===== src/rtl/pulse_period_meter_if.sv =====
// Measurement bus of the pulse period meter: the sampled pin plus the
// published period/high/low counts with their strobe and loss flag.
interface pulse_period_meter_if #(
  parameter int COUNT_WIDTH = 26
);
  logic                   Signal_in;
  logic [COUNT_WIDTH-1:0] Period_count;
  logic [COUNT_WIDTH-1:0] High_count;
  logic [COUNT_WIDTH-1:0] Low_count;
  logic                   Measure_valid;
  logic                   Signal_lost;

  // Meter side: samples the pin, drives the results
  modport master (
    input  Signal_in,
    output Period_count, High_count, Low_count, Measure_valid, Signal_lost
  );

  // Pin driver / status consumer side
  modport slave (
    output Signal_in,
    input  Period_count, High_count, Low_count, Measure_valid, Signal_lost
  );
endinterface


===== src/rtl/pulse_period_meter.sv =====
// Measures period, high time and low time of an asynchronous square wave
// in Clock cycles; strobes each completed period and flags loss of signal
// when no rising edge arrives within the timeout.
module pulse_period_meter #(
  parameter int CLOCK_FREQUENCY = 27000000,
  parameter int TIMEOUT_MS      = 1000,
  parameter int COUNT_WIDTH     = 26
) (
  input  logic                 Clock,
  input  logic                 Reset_n,
  pulse_period_meter_if.master mon
);

  localparam longint TIMEOUT_L = (longint'(CLOCK_FREQUENCY) * longint'(TIMEOUT_MS)) / 1000;
  localparam logic [COUNT_WIDTH-1:0] TIMEOUT_CYCLES = COUNT_WIDTH'(TIMEOUT_L);

  // Timeout must leave headroom so the counter can never wrap
  generate
    if (TIMEOUT_L < 2 || TIMEOUT_L >= (longint'(1) << COUNT_WIDTH) - 1) begin : g_bad_timeout
      $error("pulse_period_meter: TIMEOUT_CYCLES out of range");
    end
    if ($bits(mon.Period_count) != COUNT_WIDTH) begin : g_bad_width
      $error("pulse_period_meter: interface COUNT_WIDTH mismatch");
    end
  endgenerate

  typedef enum logic {WAIT_FIRST, MEASURE} state_t;

  state_t                 state, state_nxt;
  logic                   s1, s2, s3;
  logic                   rise, fall, timeout;
  logic [COUNT_WIDTH-1:0] cnt, high_lat;
  logic [COUNT_WIDTH-1:0] period_q, high_q, low_q;
  logic                   valid_q, lost_q;

  assign rise = s2 & ~s3;
  assign fall = ~s2 & s3;

  // Two-flop synchroniser plus one history flop for edge detection
  always_ff @(posedge Clock or negedge Reset_n) begin
    if (!Reset_n) begin
      s1 <= 1'b0;
      s2 <= 1'b0;
      s3 <= 1'b0;
    end else begin
      s1 <= mon.Signal_in;
      s2 <= s1;
      s3 <= s2;
    end
  end

  // State register
  always_ff @(posedge Clock or negedge Reset_n) begin
    if (!Reset_n) state <= WAIT_FIRST;
    else          state <= state_nxt;
  end

  // Next state: first rise arms, timeout without a rise drops back
  always_comb begin
    state_nxt = state;
    timeout   = 1'b0;
    case (state)
      WAIT_FIRST: if (rise) state_nxt = MEASURE;
      MEASURE: begin
        if (!rise && cnt == TIMEOUT_CYCLES) begin
          timeout   = 1'b1;
          state_nxt = WAIT_FIRST;
        end
      end
      default: state_nxt = WAIT_FIRST;
    endcase
  end

  // Counter, high-time latch and registered results; a rise beats a timeout
  always_ff @(posedge Clock or negedge Reset_n) begin
    if (!Reset_n) begin
      cnt      <= '0;
      high_lat <= '0;
      period_q <= '0;
      high_q   <= '0;
      low_q    <= '0;
      valid_q  <= 1'b0;
      lost_q   <= 1'b1;
    end else begin
      valid_q <= 1'b0;
      case (state)
        WAIT_FIRST: begin
          cnt      <= rise ? COUNT_WIDTH'(1) : '0;
          high_lat <= '0;
        end
        MEASURE: begin
          if (rise) begin
            period_q <= cnt;
            high_q   <= high_lat;
            low_q    <= cnt - high_lat;
            valid_q  <= 1'b1;
            lost_q   <= 1'b0;
            cnt      <= COUNT_WIDTH'(1);
          end else if (timeout) begin
            period_q <= '0;
            high_q   <= '0;
            low_q    <= '0;
            lost_q   <= 1'b1;
            cnt      <= '0;
            high_lat <= '0;
          end else begin
            cnt <= cnt + COUNT_WIDTH'(1);
            if (fall) high_lat <= cnt;
          end
        end
        default: cnt <= '0;
      endcase
    end
  end

  assign mon.Period_count  = period_q;
  assign mon.High_count    = high_q;
  assign mon.Low_count     = low_q;
  assign mon.Measure_valid = valid_q;
  assign mon.Signal_lost   = lost_q;

endmodule


===== src/flat_wrapper.sv =====
// flat-port wrapper written by rule: the top's interface ports become plain ports
module pulse_period_meter_flat 
#(
  parameter int CLOCK_FREQUENCY = 27000000,
  parameter int TIMEOUT_MS      = 1000,
  parameter int COUNT_WIDTH     = 26
)
  (Clock, Reset_n, mon_Signal_in, mon_Period_count, mon_High_count, mon_Low_count, mon_Measure_valid, mon_Signal_lost);
  pulse_period_meter_if #(.COUNT_WIDTH(COUNT_WIDTH)) mon_i ();
  input  logic Clock;
  input  logic Reset_n;
  input wire logic [$bits(mon_i.Signal_in)-1:0] mon_Signal_in;
  output wire logic [$bits(mon_i.Period_count)-1:0] mon_Period_count;
  output wire logic [$bits(mon_i.High_count)-1:0] mon_High_count;
  output wire logic [$bits(mon_i.Low_count)-1:0] mon_Low_count;
  output wire logic [$bits(mon_i.Measure_valid)-1:0] mon_Measure_valid;
  output wire logic [$bits(mon_i.Signal_lost)-1:0] mon_Signal_lost;
  assign mon_i.Signal_in = mon_Signal_in;
  assign mon_Period_count = mon_i.Period_count;
  assign mon_High_count = mon_i.High_count;
  assign mon_Low_count = mon_i.Low_count;
  assign mon_Measure_valid = mon_i.Measure_valid;
  assign mon_Signal_lost = mon_i.Signal_lost;
  pulse_period_meter #(.CLOCK_FREQUENCY(CLOCK_FREQUENCY), .TIMEOUT_MS(TIMEOUT_MS), .COUNT_WIDTH(COUNT_WIDTH)) u_core (.Clock(Clock), .Reset_n(Reset_n), .mon(mon_i));
endmodule

===== config.mk =====
export PLATFORM = sky130hd
export DESIGN_NAME = pulse_period_meter_flat
export DESIGN_NICKNAME = d
export VERILOG_FILES = /design/src/rtl/pulse_period_meter_if.sv /design/src/rtl/pulse_period_meter.sv /design/src/flat_wrapper.sv
export SDC_FILE = /design/constraint.sdc
export NUM_CORES = 1
export LEC_CHECK = 0
export CORE_MARGIN = 2
export CORE_UTILIZATION = 56
export CTS_CLUSTER_SIZE = 30
export DETAILED_ROUTE_END_ITERATION = 10
export PLACE_DENSITY = 0.8
export SLEW_MARGIN = 20
export SYNTH_ARGS = -nofsm -noshare
export SYNTH_HDL_FRONTEND = slang
export SYNTH_SLANG_ARGS = --single-unit

===== constraint.sdc =====
create_clock -name Clock -period 2.6 [get_ports Clock]
set_input_delay 0.52 -clock Clock [delete_from_list [all_inputs] [get_ports Clock]]
set_output_delay 0.52 -clock Clock [all_outputs]
set_load 0.01 [all_outputs]

==> impl_metrics.toml <==
[run_status]
status = "finished clean"

[critical_path]
end_kind = "flip-flop"
cp_max_fo = 3
critical_path_class = "reg -> reg"
worstPathArrival_ps = 2800
start_kind = "flip-flop"
worstPathRequired_ps = 2940

[sta]
slew_headroom_pct = 33.2
fin_tns_setup_ps = 0
hold_viol = 0
period_share_pct = 94.5
rsz0062_at_grt = "no"
slew_violations = 0
setup_viol = 0
clock_skew_ps = 8.23
fmax_ghz = 0.407
layout_min_cycle_time_ps = 2460
layout_setup_ws_ps = 143
tightest_slew_ps = 1000

[run]
cap_violations = 0

[global_route]
grt_pass1_wl_microns = 28500
track_usage_pct = 28.4
globalRoute.totalOverflow = 0
grt_pass1_vias = 5508
grt_antenna_before_repair = 0
grt_max_degree = 56

[logic_synthesis]
synthTopCellsByCount = "nand2_1 (138), dfrtp_1 (135), o21ai_0 (56)"
synth_seq_area_share_pct = 50.5
synth_area_leaders = "dfrtp_1 (50%), nand2_1 (7.7%), ha_1 (5.0%), o21ai_0 (4.2%), a21oi_1 (3.6%)"
yosysWarnings = 0
synthCells = 718
ys.flop_type = "dfrtp_1"
yosys_register_bits = 136
syn-num-nets = 749
synth-edff-count = 0
ys_types = 59
async_flop_share_pct = 100
synth_most_common_cell = "nand2_1"
synth_area_leader_cell = "dfrtp_1"
syn-cell-area_sq_mm = 0.00675
synth_top_area_share_pct = 50.1
synth_area_per_cell_sq_um = 9.40

[floorplanning]
core_sq_mm = 0.0119
fp.dieArea_sq_mm = 0.0129
io_pins = 83
start_util_pct = 56.9
die_w_microns = 114
die_y_microns = 114
rows = 40

[routing]
drc = 0
wl_per_cell_microns = 17.9
drt_pre_antenna_iters = 5
via_per_inst = 5.79
wl_microns = 17400
ant_nets = 0
drt_iter0_drc = 385
vias = 5632

[layout]
fill_cells = 890
area_delta_synth_final_pct = 25.7
fin_util_pct = 71.5
antennaDiodeCount = 0
final_nets = 843
layout-drive-gt1-share_pct = 9.94
layout.cells.non_filler = 972

[worst_hold_path]
hp-class = "in -> async"

[power_and_ir_drop]
worst_ir_drop_vdd_mv = 0.740
p_switching_w = 0.00235
intPower_w = 0.00505
clockPowerShare_pct = 32.8
combPwrFrac_pct = 32.0
p_leak_nw = 3.97
seqPwrFrac_pct = 35.2
p_sw_share_pct = 31.7
p_total_w = 0.00739
powerDensity_mw_per_mm2 = 872

[placed_design]
io_buffer_count = 82
hpwl_microns = 12700
dp_cells = 940
post-place-ws_ps = 89.6
gp_congestion = 0.937

[clock_network]
insertion_delay_ps = 420
clock-sinks = 136
clk_pin_slew_worst_paths_ps = 60
cts_max_path_buffers = 2
cts_hold_buf = 0
clock-root-buffer = "clkbuf_16"
cts-htree-levels = 4
cts_setup_buffers = 0
tritoncts = "yes"
cts_made_buffers = 17
-- cells in the final DEF (no fill, tap or decap), types with 7 or more instances in the layout --
cell type / Yosys / final
nor2_1: 47 / 46
ha_1: 27 / 27
a21oi_1: 49 / 48
xnor2_1: 19 / 19
clkbuf_16: 0 / 17
dfrtp_1: 135 / 134
nand3_1: 15 / 15
nand4_1: 14 / 14
clkdlybuf4s50_1: 0 / 81
buf_4: 0 / 30
a21o_1: 11 / 11
xor2_1: 24 / 24
nand2_1: 138 / 138
o21ai_0: 56 / 55
nand2b_1: 7 / 7
inv_1: 31 / 31
a22o_1: 25 / 25
-- logic make-up (layout without fill, tap and decap cells) --
logic type,count (synthesis),after routing,share of synthesized area (%)
buffers and inverters,71,178,4.47
AND/OR/NAND/NOR,255,255,16.6
multiplexers,3,3,0.464
AO/OA/AOI/OAI,182,182,17.1
flip-flops,136,136,50.5
adder cells (fa/ha/maj),28,28,5.30
XOR/XNOR,43,43,5.58
-- worst max-delay path, cell delays in order, from the launching register on --
cell and delay (ps):
dfrtp_1 410, ha_1 240, fa_1 410, nor2b_1 160
o2111ai_1 160, a21oi_2 210, o21ai_1 130, a21oi_1 210
mux2_2 350, o211ai_1 90
-- path summary, 6_finish.rpt --
path / start / to / slack [ps] / cells after the start
max reg2reg: u_core.high_lat[0]$_DFFE_PN0P_ / u_core.mon.Low_count[20]$_DFFE_PN0P_ / 140 / 9
max: u_core.high_lat[0]$_DFFE_PN0P_ / u_core.mon.Low_count[20]$_DFFE_PN0P_ / 140 / 9
min: Reset_n / u_core.mon.Period_count[4]$_DFFE_PN0P_ / 120 / 1
max in group asynchronous: Reset_n / u_core.high_lat[18]$_DFFE_PN0P_ / 1720 / 2
min in group Clock: u_core.s1$_DFF_PN0_ / u_core.s2$_DFF_PN0_ / 350 / 0
min reg2reg: u_core.s1$_DFF_PN0_ / u_core.s2$_DFF_PN0_ / 350 / 0
-- power groups by stage --
stage	registers [W]	logic, W	clock network [W]
finish	0.00260	0.00237	0.00243
global route	0.00264	0.00259	0.00256
CTS	0.00260	0.00233	0.00246
detailed placement	0.00263	0.00232	0
global placement	0.00262	0.00229	0
floorplan	0.00270	0.00130	0
-- final cells by class --
class | count | area, sq um | share of cell area, %
sequential | 136 | 3410 | 40.1
clock buffer | 18 | 439 | 5.18
multi-input combinational | 511 | 3060 | 36.1
inverter | 31 | 116 | 1.37
tap | 147 | 184 | 2.17
clock inverter | 14 | 160 | 1.89
timing repair buffer | 115 | 1120 | 13.2
-- metrics by stage --
stage / cell area, sq um / hold WS (ps)
after floorplan: 6750 / 224
after global placement: 7870 / 334
after detailed placement: 7870 / 340
after CTS: 8470 / 139
after global routing: 8480 / 169
final: 8480 / 123
-- layer usage --
layer | vias up | global-route usage [%] | share of wire, %
met3 | 30 | 6.22 | 6.1
li1 | 2668 | - | -
met5 | - | 0 | 0
met1 | 2732 | 41.0 | 46
met4 | 0 | 9.92 | 1.8
met2 | 202 | 42.9 | 46
-- flip-flops by register name (all words and copies together) (netlist names) --
name                      cells
u_core.mon.High_count        26
u_core.mon.Measure_valid      1
u_core.s1                     1
u_core.mon.Period_count      26
u_core.s3                     1
u_core.cnt                   26
u_core.s2                     1
u_core.high_lat              26
u_core.state                  1
u_core.mon.Low_count         26
u_core.mon.Signal_lost        1
-- repair_timing --
item | CTS | global route
endpoints found under the hold margin | 0 | 0
endpoints found under the setup margin | 0 | 25
resized for setup | 0 | 6
Note: power is estimated with default switching activity, not from simulation.
